## src/rtl/alu_pkg.sv

```systemverilog
// Shared types for the ALU command stage: opcodes, FSM states and the buffered command word.
package alu_pkg;

   localparam int ALU_W = 8;

   localparam logic [1:0] OP_ADD = 2'b00;
   localparam logic [1:0] OP_SUB = 2'b01;
   localparam logic [1:0] OP_AND = 2'b10;
   localparam logic [1:0] OP_OR  = 2'b11;

   typedef enum logic [1:0] {
      IDLE  = 2'b00,
      ISSUE = 2'b01,
      RESP  = 2'b10
   } state_t;

   typedef struct packed {
      logic [ALU_W-1:0] a;
      logic [ALU_W-1:0] b;
      logic [1:0]       op;
   } alu_cmd_t;

endpackage

```

## src/rtl/alu_cmd_stage_if.sv

```systemverilog
// Command and response handshakes of the ALU command stage.
// master = upstream/downstream environment, slave = the stage itself.
interface alu_cmd_stage_if #(
   parameter int DATA_W = 8
);
   logic              cmd_valid;
   logic              cmd_ready;
   logic [DATA_W-1:0] cmd_a;
   logic [DATA_W-1:0] cmd_b;
   logic [1:0]        cmd_op;

   logic              rsp_valid;
   logic              rsp_ready;
   logic [DATA_W-1:0] rsp_result;
   logic [1:0]        rsp_op;
   logic              rsp_zero;

   modport master (
      output cmd_valid, cmd_a, cmd_b, cmd_op, rsp_ready,
      input  cmd_ready, rsp_valid, rsp_result, rsp_op, rsp_zero
   );

   modport slave (
      input  cmd_valid, cmd_a, cmd_b, cmd_op, rsp_ready,
      output cmd_ready, rsp_valid, rsp_result, rsp_op, rsp_zero
   );
endinterface

```

## src/rtl/alu_cmd_fifo.sv

```systemverilog
// Synchronous command FIFO; head entry is visible combinationally on rdata_o.
module alu_cmd_fifo
   import alu_pkg::*;
#(
   parameter  int DEPTH = 4,
   localparam int PTR_W = $clog2(DEPTH),
   localparam int CNT_W = $clog2(DEPTH + 1)
) (
   input  logic             clk,
   input  logic             rst_n,
   input  logic             push_i,
   input  alu_cmd_t         wdata_i,
   input  logic             pop_i,
   output alu_cmd_t         rdata_o,
   output logic             full_o,
   output logic             empty_o,
   output logic [CNT_W-1:0] count_o
);

   localparam logic [CNT_W-1:0] FULL_CNT = CNT_W'(DEPTH);

   alu_cmd_t         mem_q [DEPTH];
   logic [PTR_W-1:0] wr_ptr_q;
   logic [PTR_W-1:0] rd_ptr_q;
   logic [CNT_W-1:0] count_q;
   logic             wr_en;
   logic             rd_en;

   assign full_o  = (count_q == FULL_CNT);
   assign empty_o = (count_q == '0);
   assign count_o = count_q;
   assign rdata_o = mem_q[rd_ptr_q];

   // Guard internally as well so a stray request can never corrupt the pointers.
   assign wr_en = push_i && !full_o;
   assign rd_en = pop_i && !empty_o;

   always_ff @(posedge clk) begin
      if (wr_en) begin
         mem_q[wr_ptr_q] <= wdata_i;
      end
   end

   // Power-of-two depth: pointers wrap by natural overflow.
   always_ff @(posedge clk or negedge rst_n) begin
      if (!rst_n) begin
         wr_ptr_q <= '0;
         rd_ptr_q <= '0;
         count_q  <= '0;
      end else begin
         if (wr_en) begin
            wr_ptr_q <= wr_ptr_q + 1'b1;
         end
         if (rd_en) begin
            rd_ptr_q <= rd_ptr_q + 1'b1;
         end
         case ({wr_en, rd_en})
            2'b10:   count_q <= count_q + 1'b1;
            2'b01:   count_q <= count_q - 1'b1;
            default: count_q <= count_q;
         endcase
      end
   end

endmodule

```

## src/rtl/alu_cmd_stage.sv

```systemverilog
// Command front-end / result back-end for the external 8-bit ALU.
//
//   state | meaning
//   IDLE  | nothing in flight, waiting for a buffered command
//   ISSUE | operands on alu_*, ALU settling; result captured at next edge
//   RESP  | response presented, held until rsp_ready
module alu_cmd_stage
   import alu_pkg::*;
#(
   parameter  int DATA_W = ALU_W,
   parameter  int DEPTH  = 4,
   localparam int CNT_W  = $clog2(DEPTH + 1)
) (
   input  logic               clk,
   input  logic               rst_n,
   alu_cmd_stage_if.slave     io,
   output logic [DATA_W-1:0]  alu_a,
   output logic [DATA_W-1:0]  alu_b,
   output logic [1:0]         alu_op,
   input  logic [DATA_W-1:0]  alu_result,
   output logic [CNT_W-1:0]   count
);

   state_t            state_q;
   logic [DATA_W-1:0] alu_a_q;
   logic [DATA_W-1:0] alu_b_q;
   logic [1:0]        alu_op_q;
   logic              rsp_valid_q;
   logic [DATA_W-1:0] rsp_result_q;
   logic [1:0]        rsp_op_q;
   logic              rsp_zero_q;

   alu_cmd_t          push_data;
   alu_cmd_t          head;
   logic              fifo_full;
   logic              fifo_empty;
   logic              push;
   logic              pop;

   assign push_data = '{a: io.cmd_a, b: io.cmd_b, op: io.cmd_op};
   assign push      = io.cmd_valid && !fifo_full;
   assign pop       = !fifo_empty &&
                      ((state_q == IDLE) || ((state_q == RESP) && io.rsp_ready));

   alu_cmd_fifo #(
      .DEPTH (DEPTH)
   ) u_fifo (
      .clk     (clk),
      .rst_n   (rst_n),
      .push_i  (push),
      .wdata_i (push_data),
      .pop_i   (pop),
      .rdata_o (head),
      .full_o  (fifo_full),
      .empty_o (fifo_empty),
      .count_o (count)
   );

   assign io.cmd_ready  = !fifo_full;
   assign io.rsp_valid  = rsp_valid_q;
   assign io.rsp_result = rsp_result_q;
   assign io.rsp_op     = rsp_op_q;
   assign io.rsp_zero   = rsp_zero_q;
   assign alu_a         = alu_a_q;
   assign alu_b         = alu_b_q;
   assign alu_op        = alu_op_q;

   always_ff @(posedge clk or negedge rst_n) begin
      if (!rst_n) begin
         state_q      <= IDLE;
         alu_a_q      <= '0;
         alu_b_q      <= '0;
         alu_op_q     <= OP_ADD;
         rsp_valid_q  <= 1'b0;
         rsp_result_q <= '0;
         rsp_op_q     <= OP_ADD;
         rsp_zero_q   <= 1'b0;
      end else begin
         case (state_q)
            IDLE: begin
               if (pop) begin
                  alu_a_q  <= head.a;
                  alu_b_q  <= head.b;
                  alu_op_q <= head.op;
                  state_q  <= ISSUE;
               end
            end
            ISSUE: begin
               rsp_result_q <= alu_result;
               rsp_op_q     <= alu_op_q;
               rsp_zero_q   <= (alu_result == '0);
               rsp_valid_q  <= 1'b1;
               state_q      <= RESP;
            end
            RESP: begin
               if (io.rsp_ready) begin
                  rsp_valid_q <= 1'b0;
                  // Chain straight into the next command when one is waiting.
                  if (pop) begin
                     alu_a_q  <= head.a;
                     alu_b_q  <= head.b;
                     alu_op_q <= head.op;
                     state_q  <= ISSUE;
                  end else begin
                     state_q  <= IDLE;
                  end
               end
            end
            default: begin
               state_q <= IDLE;
            end
         endcase
      end
   end

endmodule

```

## src/flat_wrapper.sv

```systemverilog
// flat-port wrapper written by rule: the top's interface ports become plain ports
module alu_cmd_stage_flat import alu_pkg::*;
#(
   parameter  int DATA_W = ALU_W,
   parameter  int DEPTH  = 4,
   localparam int CNT_W  = $clog2(DEPTH + 1)
)
  (clk, rst_n, alu_a, alu_b, alu_op, alu_result, count, io_cmd_valid, io_cmd_a, io_cmd_b, io_cmd_op, io_rsp_ready, io_cmd_ready, io_rsp_valid, io_rsp_result, io_rsp_op, io_rsp_zero);
  alu_cmd_stage_if #(.DATA_W(DATA_W)) io_i ();
  input  logic clk;
  input  logic rst_n;
  output logic [DATA_W-1:0] alu_a;
  output logic [DATA_W-1:0] alu_b;
  output logic [1:0] alu_op;
  input  logic [DATA_W-1:0] alu_result;
  output logic [CNT_W-1:0] count;
  input wire logic [$bits(io_i.cmd_valid)-1:0] io_cmd_valid;
  input wire logic [$bits(io_i.cmd_a)-1:0] io_cmd_a;
  input wire logic [$bits(io_i.cmd_b)-1:0] io_cmd_b;
  input wire logic [$bits(io_i.cmd_op)-1:0] io_cmd_op;
  input wire logic [$bits(io_i.rsp_ready)-1:0] io_rsp_ready;
  output wire logic [$bits(io_i.cmd_ready)-1:0] io_cmd_ready;
  output wire logic [$bits(io_i.rsp_valid)-1:0] io_rsp_valid;
  output wire logic [$bits(io_i.rsp_result)-1:0] io_rsp_result;
  output wire logic [$bits(io_i.rsp_op)-1:0] io_rsp_op;
  output wire logic [$bits(io_i.rsp_zero)-1:0] io_rsp_zero;
  assign io_i.cmd_valid = io_cmd_valid;
  assign io_i.cmd_a = io_cmd_a;
  assign io_i.cmd_b = io_cmd_b;
  assign io_i.cmd_op = io_cmd_op;
  assign io_i.rsp_ready = io_rsp_ready;
  assign io_cmd_ready = io_i.cmd_ready;
  assign io_rsp_valid = io_i.rsp_valid;
  assign io_rsp_result = io_i.rsp_result;
  assign io_rsp_op = io_i.rsp_op;
  assign io_rsp_zero = io_i.rsp_zero;
  alu_cmd_stage #(.DATA_W(DATA_W), .DEPTH(DEPTH)) u_core (.clk(clk), .rst_n(rst_n), .io(io_i), .alu_a(alu_a), .alu_b(alu_b), .alu_op(alu_op), .alu_result(alu_result), .count(count));
endmodule
```

## config.mk

```make
export PLATFORM = sky130hd
export DESIGN_NAME = alu_cmd_stage_flat
export DESIGN_NICKNAME = d
export VERILOG_FILES = /design/src/rtl/alu_pkg.sv /design/src/rtl/alu_cmd_stage_if.sv /design/src/rtl/alu_cmd_fifo.sv /design/src/rtl/alu_cmd_stage.sv /design/src/flat_wrapper.sv
export SDC_FILE = /design/constraint.sdc
export NUM_CORES = 1
export LEC_CHECK = 0
export ABC_AREA = 1
export BUFFER_PORTS_ARGS = -buffer_cell sky130_fd_sc_hd__buf_4
export CORE_MARGIN = 10
export CORE_UTILIZATION = 45
export DETAILED_ROUTE_END_ITERATION = 6
export PLACE_DENSITY_LB_ADDON = 0.15
export SLEW_MARGIN = 30
export SYNTH_ARGS = -nofsm -noshare
export SYNTH_HDL_FRONTEND = slang
export SYNTH_SLANG_ARGS = --single-unit
```

## constraint.sdc

```tcl
create_clock -name clk -period 5 [get_ports clk]
set_input_delay 1 -clock clk [delete_from_list [all_inputs] [get_ports clk]]
set_output_delay 1 -clock clk [all_outputs]
set_load 0.02 [all_outputs]
```

Yosys cells after proc, flatten, opt, wreduce, memory -nomap -nowiden
Memories as Yosys holds them, arrays and structs flattened.
Index checks and enable logic that the tools add are counted.

storage, ports and cells
  flip-flop bits (word level) = 39
  latch bits = 0
  RAM bits = 72
  ROM bits = 0
  input port bits = 30
  word-level logic and storage cells = 58
  memories kept = 1

memories
  name                 words  width  read ports  clocked after Yosys merged registers in  wr ports  line                RTL
  u_core.u_fifo.mem_q  4      18     1           0                                        1         alu_cmd_fifo.sv:22  alu_cmd_t mem_q [DEPTH];

cells by class
  add/subtract/negate cells = 4
  multiply operators = 0
  divide/modulo/power cells = 0
  order comparisons = 0
  equal/unequal tests = 7
  shifts and indexed selects = 0
  muxes and demuxes = 18
  bitwise logic cells = 0
  reduce and logical (&&, ||, !) cells = 17

operator list
  cell                   count
  $mux W8                4
  $pmux W8 S2            2
  $logic_not A8 Y1       1
  $mux W2                4
  $pmux W2 S3            1
  $pmux W3 S2            1
  $reduce_and A2 Y1      3
  $reduce_bool A2 Y1     3
  $logic_and A1 B1 Y1    5
  $add A2 B1 Y2 const B  2
  $eq A2 B1 Y1 const B   2
  $eq A2 B2 Y1 const B   2
  $mux W1                4
  $ne A2 B2 Y1 const B   2
  $pmux W2 S2            1
  $add A3 B1 Y3 const B  1
  $eq A3 B3 Y1 const B   1
  $logic_not A3 Y1       1
  $sub A3 B1 Y3 const B  1
  $logic_not A1 Y1       2
  $logic_not A2 Y1       1
  $pmux W1 S2            1
  $logic_or A1 B1 Y1     1

Depth between registers and ports, before layout
  depth after elaboration = 7
  mapped depth = 12
  gate-level depth less buffers = 11

Modules after synthesis
Synthesis repeated with hierarchy kept, for this count alone.

unflattened totals
  cells, all modules = 416
  area total of the unflattened synthesis = 4,623.2 um2

modules (own cells, without submodules)
  module         instances  cells an instance  area an instance (um2)
  alu_cmd_fifo   1          270                3,340.7
  alu_cmd_stage  1          146                1,282.5

Worst setup path before layout
OpenSTA, ideal clock, no wires.

  kind = input to register
  start = input port io_rsp_ready
  end = register u_core.u_fifo.count_q[2] (netlist: u_core.u_fifo.count_o[2])
  setup time = 123 ps
  arrival time = 2,219 ps
  data required time = 4,877 ps
  slack = 2,658 ps
  stages = 9
  path buffers = 1
  path through = o21ai_2 nor2_2 buf_6 ha_1 inv_1 fa_1 nand2_1 nand3_1 xor2_1

between the ends
  longest elaborated chain between the ends = 6
  elaborated cells between the ends (all ways) = 8
  classes of those cells = 2 x eq/ne; 1 x mux; 5 x reduce/logical

RTL lines
  element                                                   line                 RTL
  start: declaration                                        flat_wrapper.sv:21   input wire logic [$bits(io_i.rsp_ready)-1:0] io_rsp_ready;
  $logic_and A1 B1 Y1 (*)                                   alu_cmd_stage.sv:43  ((state_q == IDLE) || ((state_q == RESP) && io.rsp_ready));
  $logic_or A1 B1 Y1 (*)                                    alu_cmd_stage.sv:43
  $logic_and A1 B1 Y1 (*)                                   alu_cmd_stage.sv:42  assign pop = !fifo_empty &&
  $logic_and A1 B1 Y1 (*)                                   alu_cmd_fifo.sv:36   assign rd_en = pop_i && !empty_o;
  net u_core.u_fifo.rd_en                                   alu_cmd_fifo.sv:27   logic rd_en;
  $eq A2 B1 Y1 / $eq A2 B2 Y1 (equally long branches)       alu_cmd_fifo.sv:57   case ({wr_en, rd_en})
  $pmux W3 S2 / $reduce_bool A2 Y1 (equally long branches)  --
  end signal: assignment                                    alu_cmd_fifo.sv:58   2'b10: count_q <= count_q + 1'b1;
  end signal: assignment                                    alu_cmd_fifo.sv:59   2'b01: count_q <= count_q - 1'b1;
  end signal: assignment                                    alu_cmd_fifo.sv:60   default: count_q <= count_q;
  end: declaration                                          alu_cmd_fifo.sv:25   logic [CNT_W-1:0] count_q;

The timed path passes the listed nets; every way through them passes the cells marked *.
A chain may end at the register's enable or synchronous reset.

Worst setup path after layout
  start = input port io_rsp_ready
  end = register u_core.u_fifo.count_q[2] (netlist: u_core.u_fifo.count_o[2])

between the ends
  longest elaborated chain between the ends = 6
  elaborated cells between the ends (all ways) = 8
  classes of those cells = 2 x eq/ne; 1 x mux; 5 x reduce/logical

RTL lines
  element                                                   line
  $logic_and A1 B1 Y1 (*)                                   alu_cmd_stage.sv:43
  $logic_or A1 B1 Y1 (*)                                    alu_cmd_stage.sv:43
  $logic_and A1 B1 Y1 (*)                                   alu_cmd_stage.sv:42
  $logic_and A1 B1 Y1 (*)                                   alu_cmd_fifo.sv:36
  $eq A2 B1 Y1 / $eq A2 B2 Y1 (equally long branches)       alu_cmd_fifo.sv:57
  $pmux W3 S2 / $reduce_bool A2 Y1 (equally long branches)  --

Every way passes the cells marked *; elsewhere a longest branch is shown, timed or not.

==> reports/qor.csv <==
stage;metric;value;unit
status;status;finished clean;
floorplan;Die ar.;0.01502;sq mm
sta;setup TNS;0;ns
setup_path;slowest cell on the critical path;fa_1;
setup_path;CP max stage delay;0.38;ns
global_route;met3 GRT Util;2.938;%
setup_path;Critical Path AT;2.53;ns
synth;Synth area leaders;edfxtp_1 (46%), dfrtp_1 (21%), nand2_1 (14%), inv_1 (7.3%), nand3_1 (4.5%);
route;DRT iter0 DRCs;173;
synth;library cells used by synthesis;20;
global_route;GRT met1 Usage;15.25;%
setup_path;cells along the critical path;buf_4 -> o21ai_2 -> nor2_2 -> buf_4 -> ha_1 -> inv_1 -> fa_1 -> nand2_1 -> nand3_1 -> xor2_1;
synth;Synth top area share;45.68;%
setup_path;CP startpoint kind;input port;
synth;number of synthesized flops with an enable pin;72;
cells_and_area;Final #Nets;576;
sta;Tcrit/Tclk final;45.81;%
global_route;Total GRT Usage;12.57;%
clock_network;hold-fix buffer count after cts;0;
floorplan;row cnt;37;
floorplan;chip width;122.6;um
setup_path;Worst Setup End Kind;register;
clock_network;CTS Buf Count;9;
cells_and_area;Area Growth Syn to Fin;15.62;%
route;1st-pass router iterations;5;
clock_network;clock-pin slew on the worst setup and hold paths;0.10;ns
cells_and_area;# fillers;916;
clock_network;TritonCTS clock tree;yes;
setup_path;Critical Setup Path Class;input port to register;
sta;Setup Skew;0.01008;ns
synth;sequential-to-total area share from yosys stat;66.30;%
setup_path;CP most frequent cell;buf_4;
sta;RSZ-0062 raised after global routing;no;
synth;Avg Cell Area, Syn;9.965;sq um
synth;mapped cell area;0.004733;sq mm
floorplan;Starting Density;46.06;%
sta;max_slew headroom;42.58;%
route;DRC viols;0;
synth;cell taking the most area after synthesis;edfxtp_1;
clock_network;CTS Sinks;111;
job;max-cap violations;0;
route;via count;3103;
global_route;largest net degree at the start of global routing;40;
placed_design;# port buffers;63;
placed_design;RePlAce Congestion;0.7225;
clock_network;clock root cell;clkbuf_8;
synth;Top FF cell, synth;edfxtp_1;
cells_and_area;share of layout cells above drive strength 1;16.88;%
sta;Least-Margin Pin Slew;0.8589;ns
power;VDD IR max;0.2426;mV
placed_design;HPWL Detailed;5.762;mm
setup_path;crit-path max FO;21;
placed_design;Place WS;2.322;ns
cells_and_area;final core occ;53.25;%
synth;yosys warns;0;
global_route;most used routing layer;met2;
clock_network;Worst-Skew Late Latency;0.35;ns
global_route;global-route wire length before repair;15.08;mm
synth;Post-Syn Instances;475;
synth;Synth top cells by count;nand2_1 (179), inv_1 (92), edfxtp_1 (72);
global_route;total gr overflow;0;
sta;endpoints failing setup;0;
route;vias per cell;4.557;
clock_network;post-CTS setup buffer count;0;
cells_and_area;Antenna diodes;0;
power;Pwr Density;590.3;mW/mm^2
global_route;GR Util met2;21.33;%
sta;min Tclk post-route;2.291;ns
setup_path;Required @ worst endpoint;5.24;ns
global_route;vias in the first global route;3083;
sta;Hold Fails Final Rpt;0;
sta;fin. max-slew vios;0;
synth;syn nets;511;
min_path;worst hold path class;register to register;
route;DRT Wirelength;9.126;mm
floorplan;core area;0.01028;sq mm
clock_network;CTS H-tree depth;3;
clock_network;Max clock buf depth;2;
floorplan;Die Y;122.6;um
sta;final worst slack;2.709;ns
floorplan;IO Pins;64;
synth;Async SR Flop Fraction;35.14;%
power;P_leak;2.718;nW
sta;f_max;0.4366;GHz
route;ANT nets after route;0;
synth;Seq cells post-synth;111;
global_route;initial antenna violation count;0;
route;average wire per standard cell;13.40;um
synth;most frequent cell after synthesis;nand2_1;
clock_network;PostCTS Resize Cnt;0;
layout make-up:
type	instances	area (sq um)	area share, %
Sequential cell	111	3138	57.34
Tap cell	136	170.2	3.109
Multi-Input combinational cell	253	1111	20.30
Clock inverter	6	47.55	0.8688
Clock buffer	10	127.6	2.332
Timing Repair Buffer	69	518.0	9.465
Inverter	96	360.3	6.584
critical path: cells and delay by family:
family | cells | cell delay (ns)
compound gates | 1 | 0.07
fa+ha+maj | 2 | 0.60
buf+inv | 3 | 0.45
xor+xnor | 1 | 0.15
simple gates | 3 | 0.27
logic make-up after synthesis:
kind of cell | count (synthesis) | share of synthesized area, %
adder cells (fa/ha/maj) | 6 | 1.745
AO/OA/AOI/OAI | 7 | 0.8195
buffers and inverters | 111 | 10.23
XOR/XNOR | 4 | 0.7403
AND/OR/NAND/NOR | 236 | 20.17
flip-flops | 111 | 66.30
cells in the final DEF, fill, tap and decap left out, types with 2 or more instances in the layout:
master	synthesis	final
nor2_1	9	9
ha_1	5	5
o21ai_0	6	6
clkbuf_8	0	9
dfrtp_1	39	39
clkinvlp_4	0	2
nand3_1	43	43
inv_1	92	92
edfxtp_1	72	72
buf_4	2	69
xor2_1	3	3
inv_2	4	4
nand2_2	2	2
clkinv_4	0	2
nand2_1	179	179
metrics by stage:
stage	instances	total power, mW	area, sq um	hold WS [ns]
4_1_cts	681	3.285	5473	0.4962
5_1_grt	681	3.513	5473	0.5116
3_5_place_dp	665	2.805	5298	0.4683
6_report	681	3.231	5473	0.4889
2_1_floorplan	475	2.368	4733	0.4923
3_3_place_gp	665	2.772	5298	0.4651
routing by layer:
metal	vias to the layer above	wire [um]
met3	13	532
met1	1445	4105
met2	66	4364
li1	1579	-
met4	0	124
met5	-	0
report_power, final:
group          switching (mW)  leakage (nW)  internal [mW]
Sequential              0.139          1.14           1.26
Combinational           0.877          1.50          0.471
Clock                   0.295        0.0820          0.185
Total                    1.31          2.72           1.92
state kept, by name (all words and copies together) (netlist names):
name and flops:
u_core.u_fifo.mem_q 72, u_core.alu_a 8, u_core.alu_b 8, u_core.io.rsp_result 8, u_core.u_fifo.count_o 3, u_core.alu_op 2
u_core.io.rsp_op 2, u_core.state_q 2, u_core.u_fifo.rd_ptr_q 2, u_core.u_fifo.wr_ptr_q 2, u_core.io.rsp_valid 1, u_core.io.rsp_zero 1
path summary, 6_finish.rpt:
kind / slack (ns) / from / cells past startpoint / to
worst min-delay path: 0.49 / u_core.alu_b[7] / 2 / u_core.alu_b[7]
worst min register to register: 0.49 / u_core.alu_b[7] / 2 / u_core.alu_b[7]
worst max-delay path: 2.71 / io_rsp_ready / 10 / u_core.u_fifo.count_o[2]
worst max register to register: 2.93 / u_core.u_fifo.count_o[1] / 11 / u_core.u_fifo.count_o[2]
min in group asynchronous: 0.61 / rst_n / 1 / u_core.io.rsp_zero
max in group asynchronous: 4.04 / rst_n / 1 / u_core.alu_a[6]
Power figures use the tool's default switching activity.
